==> config.mk <==
export PLATFORM = sky130hd
export DESIGN_NAME = fir_sample_feeder
export DESIGN_NICKNAME = d
export VERILOG_FILES = /design/src/rtl/fir_pkg.sv /design/src/rtl/fir_sample_shiftbuf.sv /design/src/rtl/fir_sample_feeder.sv
export SDC_FILE = /design/constraint.sdc
export NUM_CORES = 1
export LEC_CHECK = 0
export ABC_CLOCK_PERIOD_IN_PS = 2200
export CAP_MARGIN = 20
export CELL_PAD_IN_SITES_DETAIL_PLACEMENT = 1
export CELL_PAD_IN_SITES_GLOBAL_PLACEMENT = 2
export CORE_MARGIN = 1.5
export CORE_UTILIZATION = 37
export CTS_BUF_LIST = sky130_fd_sc_hd__clkbuf_8
export DETAILED_ROUTE_END_ITERATION = 10
export GPL_ROUTABILITY_DRIVEN = 0
export PLACE_DENSITY_LB_ADDON = 0.1
export SETUP_SLACK_MARGIN = 0.3
export SLEW_MARGIN = 10
export SYNTH_ARGS = -nofsm -noshare
export SYNTH_HDL_FRONTEND = slang
export SYNTH_HIERARCHICAL = 1
export SYNTH_SLANG_ARGS = --single-unit
==> constraint.sdc <==
create_clock -name CLK -period 2.2 [get_ports CLK]
set_input_delay 0.22 -clock CLK [delete_from_list [all_inputs] [get_ports CLK]]
set_output_delay 0.22 -clock CLK [all_outputs]
set_load 0.01 [all_outputs]
==> src/rtl/fir_pkg.sv <==
// -----------------------------------------------------------------------------
// fir_pkg
//   Shared constants, types and helpers for the FIR sample-feeder stage.
//   NUM_TAPS  taps per output; equals the MAC frame length
//   DATA_W    sample / coefficient width
//   ADDR_W    tap RAM byte-address width
//   TAP_BASE  byte address of h[0]; h[k] lives at TAP_BASE + 4*k
//   PHASE_W   width of the frame phase counter
// -----------------------------------------------------------------------------
package fir_pkg;

  localparam int unsigned NUM_TAPS = 11;
  localparam int unsigned DATA_W   = 32;
  localparam int unsigned ADDR_W   = 12;
  localparam logic [ADDR_W-1:0] TAP_BASE = 12'h000;
  localparam int unsigned PHASE_W  = $clog2(NUM_TAPS);

  typedef logic [PHASE_W-1:0] phase_t;

  localparam phase_t LAST_PHASE = phase_t'(NUM_TAPS - 1);

  // Tag carried alongside a frame: does it hold a real sample, and is that
  // sample the last of its block.
  typedef struct packed {
    logic valid;
    logic last;
  } tag_t;

  // Byte address of coefficient h[k].
  function automatic logic [ADDR_W-1:0] tap_addr(input phase_t k);
    return TAP_BASE + {{(ADDR_W - PHASE_W - 2){1'b0}}, k, 2'b00};
  endfunction

  // Frame phase successor, wrapping LAST_PHASE -> 0.
  function automatic phase_t phase_inc(input phase_t p);
    return (p == LAST_PHASE) ? '0 : p + 1'b1;
  endfunction

endpackage

==> src/rtl/fir_sample_shiftbuf.sv <==
// -----------------------------------------------------------------------------
// fir_sample_shiftbuf
//   DEPTH x WIDTH sample history. Entry 0 is the newest sample, entry k is
//   the sample k accepts older.
//   CLK       clock
//   Resetn    asynchronous active-low reset, clears all entries
//   shift_en  shift history by one and load din into entry 0
//   clr       synchronous clear; entry 0 still loads din when shifting
//   din       new sample
//   rd_idx    read index
//   dout      entry rd_idx (combinational), 0 for an out-of-range index
// -----------------------------------------------------------------------------
module fir_sample_shiftbuf
  import fir_pkg::*;
#(
  parameter int unsigned DEPTH = NUM_TAPS,
  parameter int unsigned WIDTH = DATA_W,
  parameter int unsigned IDX_W = $clog2(DEPTH)
) (
  input  logic             CLK,
  input  logic             Resetn,
  input  logic             shift_en,
  input  logic             clr,
  input  logic [WIDTH-1:0] din,
  input  logic [IDX_W-1:0] rd_idx,
  output logic [WIDTH-1:0] dout
);

  logic [WIDTH-1:0] mem [DEPTH];

  always_ff @(posedge CLK or negedge Resetn) begin
    if (!Resetn) begin
      for (int unsigned i = 0; i < DEPTH; i++) mem[i] <= '0;
    end else if (shift_en) begin
      mem[0] <= din;
      for (int unsigned i = 1; i < DEPTH; i++) mem[i] <= clr ? '0 : mem[i-1];
    end else if (clr) begin
      for (int unsigned i = 0; i < DEPTH; i++) mem[i] <= '0;
    end
  end

  always_comb begin
    dout = '0;
    if (32'(rd_idx) < DEPTH) dout = mem[rd_idx];
  end

endmodule

==> src/rtl/fir_sample_feeder.sv <==
// -----------------------------------------------------------------------------
// fir_sample_feeder
//   Upstream stage of the 11-cycle FIR MAC. Accepts samples on an AXI-Stream
//   slave, keeps the last NUM_TAPS samples, and drives one {X, tap} term per
//   cycle in lock-step with the MAC's free-running frame. Coefficients are
//   prefetched from the tap RAM one cycle ahead. y_valid/y_last mark the
//   cycle in which the MAC presents a finished sum for a real sample.
//   CLK        clock
//   Resetn     asynchronous active-low reset
//   en         level enable; 0 blocks sample acceptance
//   clr        synchronous clear of the sample history
//   ss_tvalid  AXI-S sample valid
//   ss_tdata   sample x[n]
//   ss_tlast   last sample of block
//   ss_tready  AXI-S ready (only during the last phase of a frame)
//   tap_EN     tap RAM read enable
//   tap_A      tap RAM byte address
//   tap_Do     tap RAM read data, one cycle after tap_A/tap_EN
//   X          sample operand to MAC
//   tap        coefficient operand to MAC (tap_Do passthrough)
//   y_valid    MAC output this cycle belongs to a real sample
//   y_last     that sample carried tlast
// -----------------------------------------------------------------------------
module fir_sample_feeder
  import fir_pkg::*;
(
  input  logic              CLK,
  input  logic              Resetn,
  input  logic              en,
  input  logic              clr,
  input  logic              ss_tvalid,
  input  logic [DATA_W-1:0] ss_tdata,
  input  logic              ss_tlast,
  output logic              ss_tready,
  output logic              tap_EN,
  output logic [ADDR_W-1:0] tap_A,
  input  logic [DATA_W-1:0] tap_Do,
  output logic [DATA_W-1:0] X,
  output logic [DATA_W-1:0] tap,
  output logic              y_valid,
  output logic              y_last
);

  phase_t            phase;
  phase_t            phase_nxt;
  tag_t              cur_tag;
  logic              frame_end;
  logic              accept;
  logic [DATA_W-1:0] buf_dout;

  // The phase counter never stalls: the MAC runs its own frame and has no
  // restart other than reset, so every frame boundary here must match it.
  assign frame_end = (phase == LAST_PHASE);
  assign accept    = frame_end && ss_tvalid && ss_tready;
  assign phase_nxt = phase_inc(phase);

  always_ff @(posedge CLK or negedge Resetn) begin
    if (!Resetn) begin
      phase     <= '0;
      cur_tag   <= '0;
      ss_tready <= 1'b0;
      tap_EN    <= 1'b0;
      tap_A     <= TAP_BASE;
      y_valid   <= 1'b0;
      y_last    <= 1'b0;
    end else begin
      phase     <= phase_nxt;
      // Ready is only offered in the slot where a sample can be loaded.
      ss_tready <= en && (phase_nxt == LAST_PHASE);
      // Address the coefficient for the phase after the one being entered,
      // so tap_Do carries h[k] exactly during phase k.
      tap_EN    <= 1'b1;
      tap_A     <= tap_addr(phase_inc(phase_nxt));
      if (frame_end) begin
        // The frame now ending was computed from cur_tag's sample; its sum
        // appears at the MAC in the next cycle.
        y_valid       <= cur_tag.valid;
        y_last        <= cur_tag.last;
        cur_tag.valid <= accept;
        cur_tag.last  <= accept && ss_tlast;
      end else begin
        y_valid <= 1'b0;
        y_last  <= 1'b0;
      end
    end
  end

  fir_sample_shiftbuf #(
    .DEPTH (NUM_TAPS),
    .WIDTH (DATA_W)
  ) u_shiftbuf (
    .CLK      (CLK),
    .Resetn   (Resetn),
    .shift_en (accept),
    .clr      (clr),
    .din      (ss_tdata),
    .rd_idx   (phase),
    .dout     (buf_dout)
  );

  // A frame without a fresh sample contributes nothing to the MAC.
  always_comb begin
    X = '0;
    if (cur_tag.valid) X = buf_dout;
  end

  assign tap = tap_Do;

endmodule

==> impl_metrics.toml, run 1 <==
[logic_synthesis]
syn_inst = 1598
synth_seq_cells = 366
synthesis.area_um2 = 18200
synth_top_area_cell = "dfrtp_1"
netlist.area_leader.share_pct = 50.2
synth_area_per_cell_um2 = 11.4
ys_seq_area_share_pct = 50.2
yosys-top-cells-area = "dfrtp_1, mux2i_1, nor2_1, mux4_2, nand2b_1"
synth_edf_count = 0
synth_most_common_cell = "mux2i_1"
synthArstFlopShare_pct = 100
synth_warnings = 6
synthFlopType = "dfrtp_1"
yosys.cell_types.count = 37
synth_common_cells = "mux2i_1, dfrtp_1, nor2_1, nand2b_1, clkbuf_1"

[place]
place_hpwl_um = 32800
io_buffers = 77

[drt]
drt_wl_total_um = 56100
via_count = 13200
viasPerCell = 5.13
wl_per_cell_um = 21.8
drcViolationCount = 0
drt_iter0_drc = 708
drt_first_pass_iters = 4
drtAntennaViolNets = 0

[floorplanning]
die_area_um2 = 50600
dieHeight_um = 225
ios = 150
core_um2 = 48700
rows = 81
fp.dieW_um = 225
start_util_pct = 37.4

[power_and_ir_drop]
p_leak_nw = 10.9
power.density_nw_per_um2 = 545
irDropWorstVdd_mv = 0.455

[finish]
fillers = 5005
syn_to_final_growth_pct = 37.5
multi_input_area_um2 = 8760
nets = 1936
seq_area_um2 = 9170
fin_util_pct = 51.5
antennaDiodeCount = 0
layout-drive-gt1-share_pct = 29.6

[global_routing]
grt_pass1_wl_um = 86100
grt_max_degree = 67
grt.total_usage_pct = 22.3
antenna_found_initial = 0
gr-total-overflow = 0
grt_pass1_vias = 14200

[status]
status = "finished, violations left"
violations = "negative setup slack"

[sta]
finalMaxSlewViolations = 0
setup_viol = 384
skew_ps = 21.6
worst_pin_slew_ps = 650
slew_headroom_pct = 56.7
fin_ws_ps = -682
rsz0062_at_grt = "true"
whs_ps = 152
finalHoldViolCount = 0
period_minus_slack_ps = 2880
fin_crit_sh_pct = 131
fmax_mhz = 347

[worst_hold_path]
worstHoldPathType = "primary input to flip-flop"

[critical_path]
worst-endpoint-arrival_ps = 2660
startpoint = "phase[0]$_DFF_PN0_"
critPathMaxFanout = 7
rr_endpoint = "u_shiftbuf/mem[43]$_DFFE_PN0P_"
endpoint = "X[14]"
r2r-start = "phase[0]$_DFF_PN0_"
cp.required_ps = 1980
cp-start-kind = "flip-flop"
rrSetupSlack_ps = -480
critPathKind = "flip-flop to output port"
endpoint_kind = "output port"
reg2regPathDepth = 13

[clock_network]
cts-root-buf = "clkbuf_8"
clock_sinks = 366
cts.clk_slew.worst_paths_ps = 60
numCtsBuffers = 71
clock_latency_ps = 630
clock_path_buffers = 3
htreeDepth = 3
cts_tree = "built"

[run]
drv_cap = 0
-- layer usage --
layer	up-vias	track usage, %	wire, um	share of wire, %
li1	6082	-	-	-
met1	6871	32.5	27100	48
met2	206	33.9	25500	45
met3	80	4.35	2380	4.2
met4	0	5.59	1120	2.0
met5	-	0	0	0
-- flip-flops by register name, summed over array words and instances, names as in the netlist --
signal,flops
u_shiftbuf/mem,352
phase,4
tap_A,4
cur_tag,2
ss_tready,1
tap_EN,1
y_last,1
y_valid,1
-- cell type report --
class	instances	share of cell area, %
flip-flops and latches	366	36.6
multi-input cells	1065	34.9
repair buffers	358	19.8
clock buffers	87	4.77
well taps	664	3.31
clock inverters	36	0.569
inverters	4	0.0599
-- power by group --
part	internal (mW)	switching, mW	leakage (nW)
Combinational	0.125	0.298	4.97
Clock	3.54	2.98	0.809
Sequential	6.74	0.00395	5.09
Total	10.4	3.28	10.9
-- critical path: stages (launching register included) --
cell and delay (ps):
dfrtp_4 420, buf_12 180, buf_16 150, buf_8 130, mux4_2 500, nand2b_4 150, a22o_1 220, and2_1 150
buf_2 130
-- metrics by stage --
step / cell area, um2 / setup slack, ps / cells / power [mW] / setup TNS [ps]
after floorplan: 18400 / 325 / 1605 / 7.03 / 0
after global placement: 20800 / -502 / 2340 / 7.29 / -74880
after detailed placement: 20800 / -458 / 2340 / 7.29 / -73640
after CTS: 23900 / -792 / 2535 / 14.0 / -87810
after global routing: 25100 / -783 / 2580 / 14.3 / -158680
final: 25100 / -682 / 2580 / 13.7 / -137060
-- logic make-up after synthesis --
logic type                count (synthesis)  share of synthesized area, %
xor gates and xnor gates                  1                        0.0480
AOI/OAI and AO/OA                       142                          6.35
and+or+nand+nor                         465                          11.2
muxes                                   448                          26.8
buffers and inverters                   174                          5.37
DFF                                     366                          50.2
other                                     2                        0.0412
-- cell usage in the layout (no fill, tap or decap), types with 12 or more instances in the layout --
cell type        instances
o2bb2ai_1               31
buf_4                  117
and2_4                  17
clkdlybuf4s50_1         43
buf_8                   19
nor2_1                 319
o21ai_1                 29
a22o_1                  28
mux2i_1                390
nand2b_4                33
nand2_1                 30
buf_6                   41
dfrtp_1                362
mux2i_2                 20
clkbuf_8                87
buf_16                  46
buf_2                   15
and2_1                  17
clkbuf_16               12
nand2b_1                31
a221oi_2                23
buf_12                  62
mux4_2                  32
inv_1                   34
-- how the worst min path moves through the flow --
stage                  from  depth (start not counted)  slack, ps                               to
3_3_place_gp         Resetn                          1        240  u_shiftbuf/mem[340]$_DFFE_PN0P_
5_1_grt        ss_tdata[20]                          3        120  u_shiftbuf/mem[340]$_DFFE_PN0P_
3_5_place_dp         Resetn                          1        250  u_shiftbuf/mem[341]$_DFFE_PN0P_
6_report       ss_tdata[19]                          3        150  u_shiftbuf/mem[339]$_DFFE_PN0P_
2_1_floorplan        Resetn                          0        -80           cur_tag[0]$_DFFE_PN0N_
4_1_cts        ss_tdata[19]                          3         90  u_shiftbuf/mem[339]$_DFFE_PN0P_
-- what timing repair did --
action	CTS	global route
setup endpoints to repair	385	386
gates cloned	33	12
pin swaps	20	36
gates resized for setup	249	142
hold buffers	2	0
buffers inserted	37	33
hold endpoints to repair	93	0
No activity file was read; power rests on OpenSTA's default activity.
==> inputs of run 2 (changes only) <==
CORE_MARGIN = default   (was 1.5)
==> impl_metrics.toml, run 2 (synthesis results as in run 1) <==
[status]
status = "finished, violations left"
violations = "negative setup slack"

[clock_network]
htreeDepth = 3
cts_tree = "built"
cts-root-buf = "clkbuf_8"
numCtsBuffers = 70
clock_path_buffers = 3
clock_latency_ps = 650
clock_sinks = 366
cts.clk_slew.worst_paths_ps = 60

[finish]
largest_register_ffs = 352
postLayoutCellArea_um2 = 26100
final_cells = 2599
final_cell_mix = "mux2i_1, dfrtp_1, nor2_1"
fin_util_pct = 54.3
nets = 1959
final_common_cell = "mux2i_1"
largestRegisters = "u_shiftbuf/mem x352, phase x4, tap_A x4"
top_register = "u_shiftbuf/mem"
syn_to_final_growth_pct = 43.3
fillers = 4848
layout-drive-gt1-share_pct = 34.8

[floorplanning]
core_um2 = 48100
fp.dieW_um = 224
rows = 80
start_util_pct = 37.9
ios = 150
die_area_um2 = 50200
dieHeight_um = 224

[drt]
drtAntennaViolNets = 0
viasPerCell = 5.20
wl_per_cell_um = 22.6
drt_first_pass_iters = 5
via_count = 13500
drt_wl_total_um = 58700
drt_iter0_drc = 774
drcViolationCount = 0

[critical_path]
endpoint = "X[15]"
crit_chain = "buf_12, buf_16, nor2b_4, buf_12, buf_16, buf_8, buf_6, o2bb2ai_4, a22o_1, and2_1, buf_2"
r2r-start = "phase[1]$_DFF_PN0_"
cp-start-kind = "flip-flop"
critPathSlowestCell = "dfrtp_4"
rrSetupSlack_ps = -510
worst-endpoint-arrival_ps = 2700
startpoint = "phase[0]$_DFF_PN0_"
cp.required_ps = 1980
rr_endpoint = "u_shiftbuf/mem[56]$_DFFE_PN0P_"
critPathMaxFanout = 7
reg2regPathDepth = 15
endpoint_kind = "output port"
cpPeakStageDelay_ps = 520
critPathKind = "flip-flop to output port"

[place]
pre_cts_slack_ps = -558
io_buffers = 77
place_hpwl_um = 31800
place_area_um2 = 20500
place_inst = 2302

[power_and_ir_drop]
p_leak_nw = 11.2
p_seq_share_pct = 47.1
switching_share_pct = 23.6
combPwrFrac_pct = 3.0
switchingPower_mw = 3.38
finalPower_mw = 14.3
intPower_mw = 10.9
clockPowerShare_pct = 49.9
irDropWorstVdd_mv = 0.612
power.density_nw_per_um2 = 548

[sta]
worst_pin_slew_ps = 726
fin_crit_sh_pct = 133
whs_ps = 84.2
slew_headroom_pct = 51.5
fin_tns_setup_ps = -167140
setup_viol = 385
rsz0062_at_grt = "true"
period_minus_slack_ps = 2920
fin_ws_ps = -723
finalHoldViolCount = 0
finalMaxSlewViolations = 0
skew_ps = 22.9
fmax_mhz = 342

[global_routing]
grt_pass1_vias = 14800
gr-total-overflow = 0
grt_pass1_wl_um = 92400
grt_max_degree = 64
antenna_found_initial = 1
grt.total_usage_pct = 24.2

[worst_hold_path]
worstHoldPathType = "primary input to asynchronous set/reset pin"

[run]
drv_cap = 0
run 2: how the worst min path moves through the flow:
stage	start	depth (start not counted)	end
floorplan	Resetn	0	cur_tag[0]$_DFFE_PN0N_
global placement	Resetn	1	u_shiftbuf/mem[340]$_DFFE_PN0P_
detailed placement	Resetn	1	u_shiftbuf/mem[340]$_DFFE_PN0P_
CTS	Resetn	2	u_shiftbuf/mem[340]$_DFFE_PN0P_
global route	Resetn	2	u_shiftbuf/mem[178]$_DFFE_PN0P_
finish	Resetn	2	u_shiftbuf/mem[340]$_DFFE_PN0P_
run 2: area by class of cell:
cell class / count / area, um2 / share of cell area [%]
diodes: 1 / 2.50 / 0.00958
well taps: 656 / 821 / 3.14
clock buffers: 95 / 1310 / 5.00
inverters: 4 / 15.0 / 0.0575
multi-input cells: 1066 / 9260 / 35.4
clock inverters: 30 / 185 / 0.709
flip-flops and latches: 366 / 9170 / 35.1
repair buffers: 381 / 5380 / 20.6
run 2: critical path: cells and delay by family (launching register included):
kind	cells	cell delay, ps
AND/OR/NAND/NOR	2	290
flip-flops	1	520
buffers and inverters	7	950
AO/OA/AOI/OAI	2	280
run 2: routing by layer:
layer / GRT usage (%) / routed length, um / share of wire, % / vias to the layer above
li1: - / - / - / 6138
met1: 35.4 / 28900 / 49 / 7077
met2: 36.7 / 26600 / 45 / 202
met3: 4.26 / 1870 / 3.2 / 85
met4: 6.72 / 1290 / 2.2 / 0
met5: 0 / 0 / 0 / -
run 2: repair_timing:
item / CTS / global route
endpoints found under the hold margin: 410 / 0
resized for setup: 434 / 92
cloned: 53 / 0
pin swaps: 52 / 60
setup buffers: 108 / 8
setup endpoints to repair: 385 / 389
hold buffers: 2 / 0
run 2: power by group through the flow:
stage / logic (mW) / clock network [mW] / registers, mW
floorplan: 0.170 / 0 / 6.86
global placement: 0.416 / 0 / 6.86
detailed placement: 0.418 / 0 / 6.86
CTS: 0.431 / 7.36 / 6.74
global route: 0.471 / 7.63 / 6.74
finish: 0.423 / 7.14 / 6.74
==> inputs of run 3 (changes only) <==
--- a/config.mk
+++ b/config.mk
@@ -7,3 +7,3 @@
 export LEC_CHECK = 0
-export ABC_CLOCK_PERIOD_IN_PS = 2200
+export ABC_CLOCK_PERIOD_IN_PS = 3210
 export CAP_MARGIN = 20
@@ -11,4 +11,5 @@
 export CELL_PAD_IN_SITES_GLOBAL_PLACEMENT = 2
-export CORE_UTILIZATION = 37
+export CORE_UTILIZATION = 41
 export CTS_BUF_LIST = sky130_fd_sc_hd__clkbuf_8
+export CTS_CLUSTER_SIZE = 25
 export DETAILED_ROUTE_END_ITERATION = 10
==> constraint.sdc (replaced) <==
create_clock -name CLK -period 3.21 [get_ports CLK]
set_input_delay 0.321 -clock CLK [delete_from_list [all_inputs] [get_ports CLK]]
set_output_delay 0.321 -clock CLK [all_outputs]
set_load 0.05 [all_outputs]
==> impl_metrics.toml, run 3 (synthesis results as in run 1) <==
[worst_hold_path]
hold_depth = 2
worstHoldPathType = "primary input to flip-flop"

[finish]
largestRegisters = "u_shiftbuf/mem x352, phase x4, tap_A x4"
final_common_cell = "mux2i_1"
layout-drive-gt1-share_pct = 18.6
nets = 1747
final_cell_mix = "mux2i_1, dfrtp_1, nor2_1"
fillers = 4512
syn_to_final_growth_pct = 21.0
postLayoutCellArea_um2 = 22100
antennaDiodeCount = 0
largest_register_ffs = 352
top_register = "u_shiftbuf/mem"

[floorplanning]
die_area_um2 = 45300
rows = 76
dieHeight_um = 213
ios = 150
start_util_pct = 42.0
core_um2 = 43500
fp.dieW_um = 213

[critical_path]
critPathKind = "flip-flop to output port"
reg2regPathDepth = 8
endpoint_kind = "output port"
worst-endpoint-arrival_ps = 2670
critPathMaxFanout = 7
cp-start-kind = "flip-flop"
cp.required_ps = 2890

[drt]
drcViolationCount = 0
viasPerCell = 5.30
wl_met2_um = 21700
top_layer_used = "met4"
wl_met3_um = 1650
via_count = 12300
met1_length_um = 24800
wl_per_cell_um = 21.2
drtAntennaViolNets = 0
drt_iter0_drc = 641
drt_first_pass_iters = 4
drt_wl_total_um = 49100

[power_and_ir_drop]
switchingPower_mw = 2.27
intPower_mw = 7.17
combPwrFrac_pct = 2.9
p_leak_nw = 9.52
power.density_nw_per_um2 = 427
p_seq_share_pct = 49.1
irDropWorstVdd_mv = 0.262
clockPowerShare_pct = 48.1
switching_share_pct = 24.0

[global_routing]
grt_pass1_vias = 13200
grt_pass1_wl_um = 77400
grt_max_degree = 125
grt.total_usage_pct = 22.2
antenna_found_initial = 0
gr-total-overflow = 0

[sta]
skew_ps = 19.5
fmax_mhz = 334
fin_tns_setup_ps = 0
rsz0062_at_grt = "true"
fin_crit_sh_pct = 93.3
period_minus_slack_ps = 2990
finalHoldViolCount = 0
setup_viol = 0
finalMaxSlewViolations = 0
worst_pin_slew_ps = 1070
slew_headroom_pct = 28.5

[clock_network]
htreeDepth = 3
clock_latency_ps = 630
cts.clk_slew.worst_paths_ps = 60
cts-root-buf = "clkbuf_8"
numCtsBuffers = 69
cts_tree = "built"
clock_sinks = 366
clock_path_buffers = 3

[status]
status = "completed"

[place]
io_buffers = 77
place_hpwl_um = 28700
place_area_um2 = 19900

[run]
drv_cap = 0
## run 3: changes by cell type in the layout (fill, tap and decap cells not counted), sizes merged
cell         delta
buf           -214
inv             +7
bufbuf          -2
bufinv          -2
clkinv          +2
clkbuf          +1
clkinvlp        -1
diode           -1
dlygate4sd3     -1
nor2b           -1
## run 3: final timing paths
check,start,end,slack (ps)
setup reg to reg,phase[0]$_DFF_PN0_,u_shiftbuf/mem[202]$_DFFE_PN0P_,430
max in group asynchronous,Resetn,u_shiftbuf/mem[205]$_DFFE_PN0P_,2000
setup / recovery,phase[0]$_DFF_PN0_,X[0],220
hold reg to reg,cur_tag[0]$_DFFE_PN0N_,y_last$_DFF_PN0_,500
min in group asynchronous,Resetn,u_shiftbuf/mem[269]$_DFFE_PN0P_,250
hold / removal,clr,u_shiftbuf/mem[319]$_DFFE_PN0P_,80
## run 3: repair_timing
| item | in CTS | in global routing |
|---|---|---|
| buffers inserted | 15 | 11 |
| resized for setup | 28 | 36 |
| hold buffers | 1 | 0 |
| endpoints found under the setup margin | 32 | 32 |
| pin swaps | 5 | 15 |
| hold endpoints to repair | 75 | 0 |
| gates cloned | 3 | 7 |
## run 3: power groups by stage
stage               combinational (mW)  clock, mW  sequential [mW]
floorplan                        0.199          0             4.71
global placement                 0.276          0             4.71
detailed placement               0.278          0             4.71
CTS                              0.280       4.71             4.63
global route                     0.302       4.89             4.62
finish                           0.270       4.54             4.63
## run 3: final cells by class
| class | instances | area, um2 | area share [%] |
|---|---|---|---|
| timing repair buffer | 171 | 2410 | 10.9 |
| sequential | 366 | 9170 | 41.5 |
| tap | 585 | 732 | 3.32 |
| clock buffer | 89 | 1220 | 5.55 |
| inverter | 4 | 15.0 | 0.0680 |
| multi-input combinational | 1065 | 8360 | 37.9 |
| clock inverter | 36 | 159 | 0.720 |
## run 3: per-stage QoR
stage          utilization, %  cells  setup WS, ps  total power [mW]  hold slack, ps
2_1_floorplan               -   1605          1080              4.91            25.4
3_3_place_gp             45.7   2154           702              4.99             340
3_5_place_dp             45.7   2154           652              4.99             350
4_1_cts                  49.7   2298           143              9.62            28.8
5_1_grt                  50.8   2316           104              9.81            53.8
6_report                 50.8   2316           216              9.43            80.7
## run 3: metal layers
layer	track usage [%]	vias to the layer above
met4	5.98	0
met2	32.6	182
met1	33.3	6363
met3	4.16	72
li1	-	5669
met5	0	-
## run 3: critical path: stages (launching register included)
cell and delay, ps:
dfrtp_4 510, buf_4 180, buf_4 180, a211oi_4 250
buf_6 210, buf_12 120, buf_16 140, a22o_1 130
and2_1 170, buf_12 150
